==> config.mk <==
export PLATFORM = sky130hd
export DESIGN_NAME = shake256_squeeze
export DESIGN_NICKNAME = d
export VERILOG_FILES = /design/src/rtl/shake256_squeeze.sv
export SDC_FILE = /design/constraint.sdc
export NUM_CORES = 2
export LEC_CHECK = 0
export CORE_ASPECT_RATIO = 1.5
export CORE_UTILIZATION = 25
export DETAILED_ROUTE_END_ITERATION = 12
export PLACE_DENSITY_LB_ADDON = 0.2
export SKIP_LAST_GASP = 1
export SYNTH_ARGS = -nofsm -noshare
export SYNTH_HDL_FRONTEND = slang
export SYNTH_SLANG_ARGS = --single-unit
export TNS_END_PERCENT = 10
==> constraint.sdc <==
create_clock -name clk -period 4.2 [get_ports clk]
set_clock_uncertainty 0.2 [all_clocks]
set_input_delay 0.42 -clock clk [delete_from_list [all_inputs] [get_ports clk]]
set_output_delay 0.42 -clock clk [all_outputs]
set_load 0.03 [all_outputs]
==> src/rtl/shake256_squeeze.sv <==
// SHAKE256 squeeze stage: serialises 1088-bit rate blocks into 64-bit output words,
// truncates the stream to a requested bit length and requests further permutations.
module shake256_squeeze (
    input  logic          clk,
    input  logic          rst,
    input  logic          start,
    input  logic [15:0]   out_len,
    input  logic [1087:0] blk_data,
    input  logic          blk_valid,
    output logic          blk_ready,
    output logic          perm_req,
    output logic [63:0]   dout,
    output logic          dout_valid,
    input  logic          dout_ready,
    output logic [6:0]    dout_nbits,
    output logic          dout_last,
    output logic          busy,
    output logic          done
);

    localparam logic [4:0] LAST_WORD_IDX = 5'd16;

    typedef enum logic [1:0] {
        IDLE,
        WAIT_BLK,
        EMIT,
        REQ
    } state_t;

    state_t          state;
    state_t          state_next;
    logic [15:0]     rem;
    logic [4:0]      word_idx;
    logic [1087:0]   blk_buf;
    logic            done_q;

    logic            final_word;
    logic [6:0]      nbits_cur;
    logic [63:0]     keep_mask;

    // Every output below is decoded from registers only, so no input reaches an output
    // within the same cycle.
    assign final_word = (rem <= 16'd64);
    assign nbits_cur  = final_word ? rem[6:0] : 7'd64;
    assign keep_mask  = {64{1'b1}} << (7'd64 - nbits_cur);

    // NOTE: sequential state uses non-blocking assignments so every flop samples
    // pre-edge values, independent of the order of statements or blocks.
    always_ff @(posedge clk) begin
        if (rst) begin
            state <= IDLE;
        end else begin
            state <= state_next;
        end
    end

    // NOTE: every signal driven here gets a default first; a path that leaves one
    // unassigned would infer a latch.
    always_comb begin
        state_next = state;
        blk_ready  = 1'b0;
        perm_req   = 1'b0;
        dout_valid = 1'b0;
        dout       = '0;
        dout_nbits = '0;
        dout_last  = 1'b0;
        busy       = (state != IDLE);
        done       = done_q;

        case (state)
            IDLE: begin
                if (start && (out_len != 16'd0)) begin
                    state_next = WAIT_BLK;
                end
            end
            WAIT_BLK: begin
                blk_ready = 1'b1;
                if (blk_valid) begin
                    state_next = EMIT;
                end
            end
            EMIT: begin
                dout_valid = 1'b1;
                dout       = blk_buf[1087:1024] & keep_mask;
                dout_nbits = nbits_cur;
                dout_last  = final_word;
                if (dout_ready) begin
                    if (final_word) begin
                        state_next = IDLE;
                    end else if (word_idx == LAST_WORD_IDX) begin
                        state_next = REQ;
                    end
                end
            end
            REQ: begin
                perm_req   = 1'b1;
                state_next = WAIT_BLK;
            end
            default: begin
                state_next = IDLE;
            end
        endcase
    end

    // NOTE: the block buffer is an ordinary register, not a RAM, so it is cleared on
    // reset like everything else; no stale key-derived data survives a reset.
    always_ff @(posedge clk) begin
        if (rst) begin
            rem      <= '0;
            word_idx <= '0;
            blk_buf  <= '0;
            done_q   <= 1'b0;
        end else begin
            done_q <= 1'b0;
            case (state)
                IDLE: begin
                    if (start) begin
                        if (out_len == 16'd0) begin
                            done_q <= 1'b1;
                        end else begin
                            rem      <= out_len;
                            word_idx <= '0;
                        end
                    end
                end
                WAIT_BLK: begin
                    if (blk_valid) begin
                        blk_buf  <= blk_data;
                        word_idx <= '0;
                    end
                end
                EMIT: begin
                    if (dout_ready) begin
                        if (final_word) begin
                            done_q <= 1'b1;
                        end else begin
                            // rem > 64 here, so the subtraction cannot wrap.
                            rem <= rem - 16'd64;
                            if (word_idx != LAST_WORD_IDX) begin
                                blk_buf  <= blk_buf << 64;
                                word_idx <= word_idx + 5'd1;
                            end
                        end
                    end
                end
                default: begin
                end
            endcase
        end
    end

endmodule

Yosys cells after proc, flatten, opt, wreduce, memory -nomap -nowiden
Index checks and enable logic that the tools add are counted.
W data, S select, Z words.
{ "word_totals": {"register_bits": 1112, "latchBits": 0, "ramBits": 0, "romBits": 0, "input_bits": 1109, "out_inout_bits": 77, "elab_cells": 71, "memories": 0} }
{ "classes": {"addsub": 3, "n_mul": 0, "n_div": 0, "order_cmp": 1, "eq_ne": 13, "shifts": 1, "n_mux": 35, "bitwise": 1, "reduce_logical": 12} }
{ "ops": {"columns": ["op", "count"], "rows": [
  ["$mux W1088", 4],
  ["$pmux W1088 S2", 1],
  ["$and A64 B64 Y64", 1],
  ["$mux W16", 4],
  ["$mux W64", 1],
  ["$shl A64 B7 Y64 const A", 1],
  ["$pmux W16 S2", 1],
  ["$mux W5", 6],
  ["$le A16 B7 Y1 const B", 1],
  ["$logic_not A16 Y1", 1],
  ["$reduce_bool A16 Y1", 1],
  ["$sub A16 B7 Y16 const B", 1],
  ["$pmux W5 S3", 1],
  ["$mux W7", 2],
  ["$ne A2 B2 Y1 const B", 7],
  ["$mux W2", 5],
  ["$reduce_and A5 Y1", 2],
  ["$mux W1", 8],
  ["$pmux W2 S4", 1],
  ["$reduce_and A7 Y1", 1],
  ["$sub A7 B7 Y7 const A", 1],
  ["$reduce_bool A2 Y1", 3],
  ["$add A5 B1 Y5 const B", 1],
  ["$eq A5 B5 Y1 const B", 1],
  ["other kinds (9)", 10]
]} }

Logic depth before layout (Yosys ltp)
{ "depth": {"ltp_word": 6, "depth_mapped": 15, "depth_no_buf": 12} }

Least setup slack after synthesis
OpenSTA, ideal clock, no wires.
{ "synth_timing": {"path_type": "flip-flop to output port", "startpoint": "reg rem[6]", "endpoint": "out dout[32]", "arrival_time_ns": 4.436, "required_time_ns": 3.580, "path_slack_ns": -0.856, "stages_incl_launch_ff": 15, "path_buffers": 2, "cell_sequence": "dfxtp_1 -> inv_1 -> ha_1 -> buf_2 -> a31oi_1 -> clkbuf_1 -> nor2_1 -> nand2_1 -> ha_1 -> inv_1 -> ha_1 -> inv_1 -> a31oi_1 -> nand2_1 -> a2111oi_0"} }
{ "synth_between": {"elab_chain_len": 6} }
{ "synth_lines": {"columns": ["element", "line_no", "text"], "rows": [
  ["from (decl)", "32", "logic [15:0] rem;"],
  ["from (signal assigned)", "121", "rem <= out_len;"],
  ["from (signal assigned)", "138", "rem <= rem - 16'd64;"],
  ["$le A16 B7 Y1", "43", "assign final_word = (rem <= 16'd64);"],
  ["$mux W7 (*)", "44", "assign nbits_cur = final_word ? rem[6:0] : 7'd64;"],
  ["$sub A7 B7 Y7 (*)", "45", "assign keep_mask = {64{1'b1}} << (7'd64 - nbits_cur);"],
  ["$shl A64 B7 Y64 (*)", "45", null],
  ["$and A64 B64 Y64 (*)", "84", "dout = blk_buf[1087:1024] & keep_mask;"],
  ["$mux W64 (*)", "70", "case (state)"],
  ["to (decl)", "12", "output logic [63:0] dout,"]
]} }
Mark *: on every way between the ends. The rest lies on a longest branch, timed or not.

Worst setup path in the final report
{ "layout_timing": {"startpoint": "reg rem[14]", "endpoint": "out dout[29]"} }
{ "layout_between": {"elab_chain_len": 6} }
{ "layout_lines": {"columns": ["element", "line_no"], "rows": [
  ["$le A16 B7 Y1", "43"],
  ["$mux W7", "44"],
  ["$sub A7 B7 Y7", "45"],
  ["$shl A64 B7 Y64", "45"],
  ["$and A64 B64 Y64", "84"],
  ["$mux W64", "70"]
]} }
No other way between the ends.

==> metrics.cfg <==
[grt]
grt_pass1_wl_um=403000
grt_max_degree=172
antenna_found_initial=190
grt_usage_pct=24.1
overflow=0
grt_pass1_vias=52600

[critical_path]
cp_max_fo=7
worst_r2r_endpoint=blk_buf[197]
r2r_setup_slack_ns=0.65
critical_path.endpoint_type=primary output
arrival_ns=3.89
reg2reg_from=rem[7]
cp.required_ns=3.58
reg2reg_depth=10
critical_path_class=reg -> out
cp-start-kind=flip-flop

[worst_hold_path]
hold_depth=2
min_to=blk_buf[11]
hold_class=in -> reg
hp-start=blk_data[11]

[routing]
met3_length_um=22900
antenna_left=0
wl_met2_um=134000
dr.pass1.iters=5
routed_via_density=5.65
drtIter0Drc=3868
wl_per_cell_um=30.8
vias=53500
routed_wirelength_um=292000
met1Wirelength_um=118000
drc_errors=0
highest_layer=met5

[timing]
fmax_ghz=0.222
rsz0062_at_grt=yes
setup_viol=64
timing.hold.ws_ns=0.0728
tns_ns=-11.33
slew_violations=0
max_slew_margin_pct=16.4
period_minus_slack_ns=4.51
worst_pin_slew_ns=1.25
period_share_pct=107
setup_ws_ns=-0.306
hold_viol=0

[yosys]
ys_seq_elements=1112
synth_area_per_cell_sq_um=10.4
yosys.area_share.xor_xnor_pct=0.0154
synth_top_cell_by_area=dfxtp_1
netlist_top_cells_count=dfxtp_1, mux2i_1, a2111oi_0
synth_cell_type_count=62
synthArstFlopShare_pct=0
netlist_instances=5473
ys_warn_count=0
netlist.area_leader.share_pct=39.2
syn_nets=6596
yosysMostFrequentCell=dfxtp_1
synth-compound-area-share_pct=34.2
synth_top_family_by_area=compound AO/OA/AOI/OAI gates
synth_edf_count=0
yosys.area_share.simple_pct=1.64
ys.flop_type=dfxtp_1
synthMuxAreaShare_pct=18.2
synth_seq_area_share_pct=39.2
synthAdderAreaFrac_pct=0.309
synth_area_leaders=dfxtp_1, mux2i_1, a2111oi_0
synth_area_sq_um=56700

[die]
core_area_sq_um=225000
die_y_um=586
fp-row-count=213
ios=1186
dieArea_sq_um=229000
start_util_pct=25.2
fp.dieW_um=391

[layout]
syn2layout_area_growth_pct=36.1
fin_area_sq_um=77300
fin_cells=9460
drive_above_1_share_pct=25.1
nets=7383

[status]
status=finished with violations
violations=negative setup slack

[place]
routabilityCongestion=0.873
hpwlAfterDp_um=210000
placedInstanceArea_sq_um=72200
dp.cells=9109
post-place-ws_ns=-0.160
portBuffers=1185

[run]
drv_cap=0

[clock_tree]
root_buffer=clkbuf_16
cts_sinks=1112
cts_buffer_depth=3
clk_pin_slew_worst_paths_ns=0.06
cts_made_buffers=121
insertion_delay_ns=0.77
cts_tree=yes
htree_num_levels=3

[pwr]
cellPowerDensity_nw_per_um2=659
p_clk_share_pct=22.5
power_frac_seq_pct=33.0
p_int_mw=29.7
p_comb_share_pct=44.4
vdd_drop_max_uv=521
p_sw_share_pct=41.6
leakage_nw=25.3
switching_power_mw=21.2

==> metrics by stage <==
stage / utilization (%) / power [mW]
finish: 34.3 / 50.9
global placement: 32.1 / 38.9
CTS: 34.2 / 51.1
detailed placement: 32.1 / 39.2
global route: 34.3 / 53.3
floorplan: - / 30.2
==> power by group through the flow <==
stage / Combinational, mW / Sequential [mW] / Clock (mW)
global placement: 22.0 / 16.9 / 0
finish: 22.6 / 16.8 / 11.5
detailed placement: 22.2 / 17.0 / 0
floorplan: 14.6 / 15.6 / 0
global route: 24.0 / 17.1 / 12.1
CTS: 22.6 / 16.8 / 11.8
==> per-layer routing <==
layer / up-vias / GRT usage (%)
met2: 1871 / 37.9
li1: 24300 / -
met5: - / 0
met1: 26500 / 28.8
met4: 154 / 13.6
met3: 559 / 7.54
==> layout make-up <==
| type | instances | area [sq um] |
|---|---|---|
| diodes | 94 | 235 |
| clock buffers | 178 | 3550 |
| clock inverters | 41 | 587 |
| fillers | 23000 | 148000 |
| inverters | 52 | 205 |
| multi-input cells | 3468 | 31300 |
| flip-flops and latches | 1112 | 22300 |
| well taps | 3010 | 3770 |
| repair buffers | 1505 | 15300 |
==> worst max path at each step <==
| stage | end | depth (start not counted) | startpoint | slack, ns |
|---|---|---|---|---|
| finish | dout[29] | 11 | rem[14] | -0.31 |
| global route | dout[26] | 13 | rem[14] | -0.44 |
| CTS | dout[16] | 12 | rem[14] | -0.38 |
| detailed placement | dout[25] | 12 | rem[5] | -0.16 |
| global placement | dout[25] | 12 | rem[5] | -0.06 |
| floorplan | dout[28] | 15 | rem[6] | -0.15 |
==> cell families after synthesis <==
family / Yosys count
and+or+nand+nor: 179
muxes: 1030
xor gates and xnor gates: 1
DFF: 1112
adders and majority gates: 14
AOI/OAI and AO/OA: 2243
buffers and inverters: 894
==> sequential cells by signal, summed over array words and instances (netlist names) <==
signal,flops
blk_buf,1088
rem,16
word_idx,5
state,2
done,1
==> timing repair <==
action	in CTS	in global routing
cloned	4	0
setup endpoints to repair	64	64
pin swaps	20	7
endpoints found under the hold margin	23	0
resized for setup	56	10
buffers inserted	10	2
hold buffers	23	0
==> critical path: stages, from the launching register on <==
cell      delay (ns)
dfxtp_2         0.32
or4_4           0.56
nor3_4          0.20
and3_4          0.23
inv_4           0.04
ha_4            0.16
o41a_1          0.12
or4_4           0.46
a211o_4         0.40
buf_12          0.16
a311oi_2        0.25
buf_4           0.21
==> layout by cell type (no fill, tap or decap), types with 64 or more instances in the layout <==
master | synthesis | layout
a32o_1 | 64 | 64
a2111oi_0 | 993 | 965
clkdlybuf4s50_1 | 0 | 1120
dfxtp_1 | 1112 | 1109
mux2i_1 | 1030 | 1030
a31o_2 | 963 | 963
buf_4 | 0 | 263
diode_2 | 0 | 94
clkbuf_16 | 0 | 122
buf_12 | 0 | 86
No activity file was read; power rests on OpenSTA's default activity.
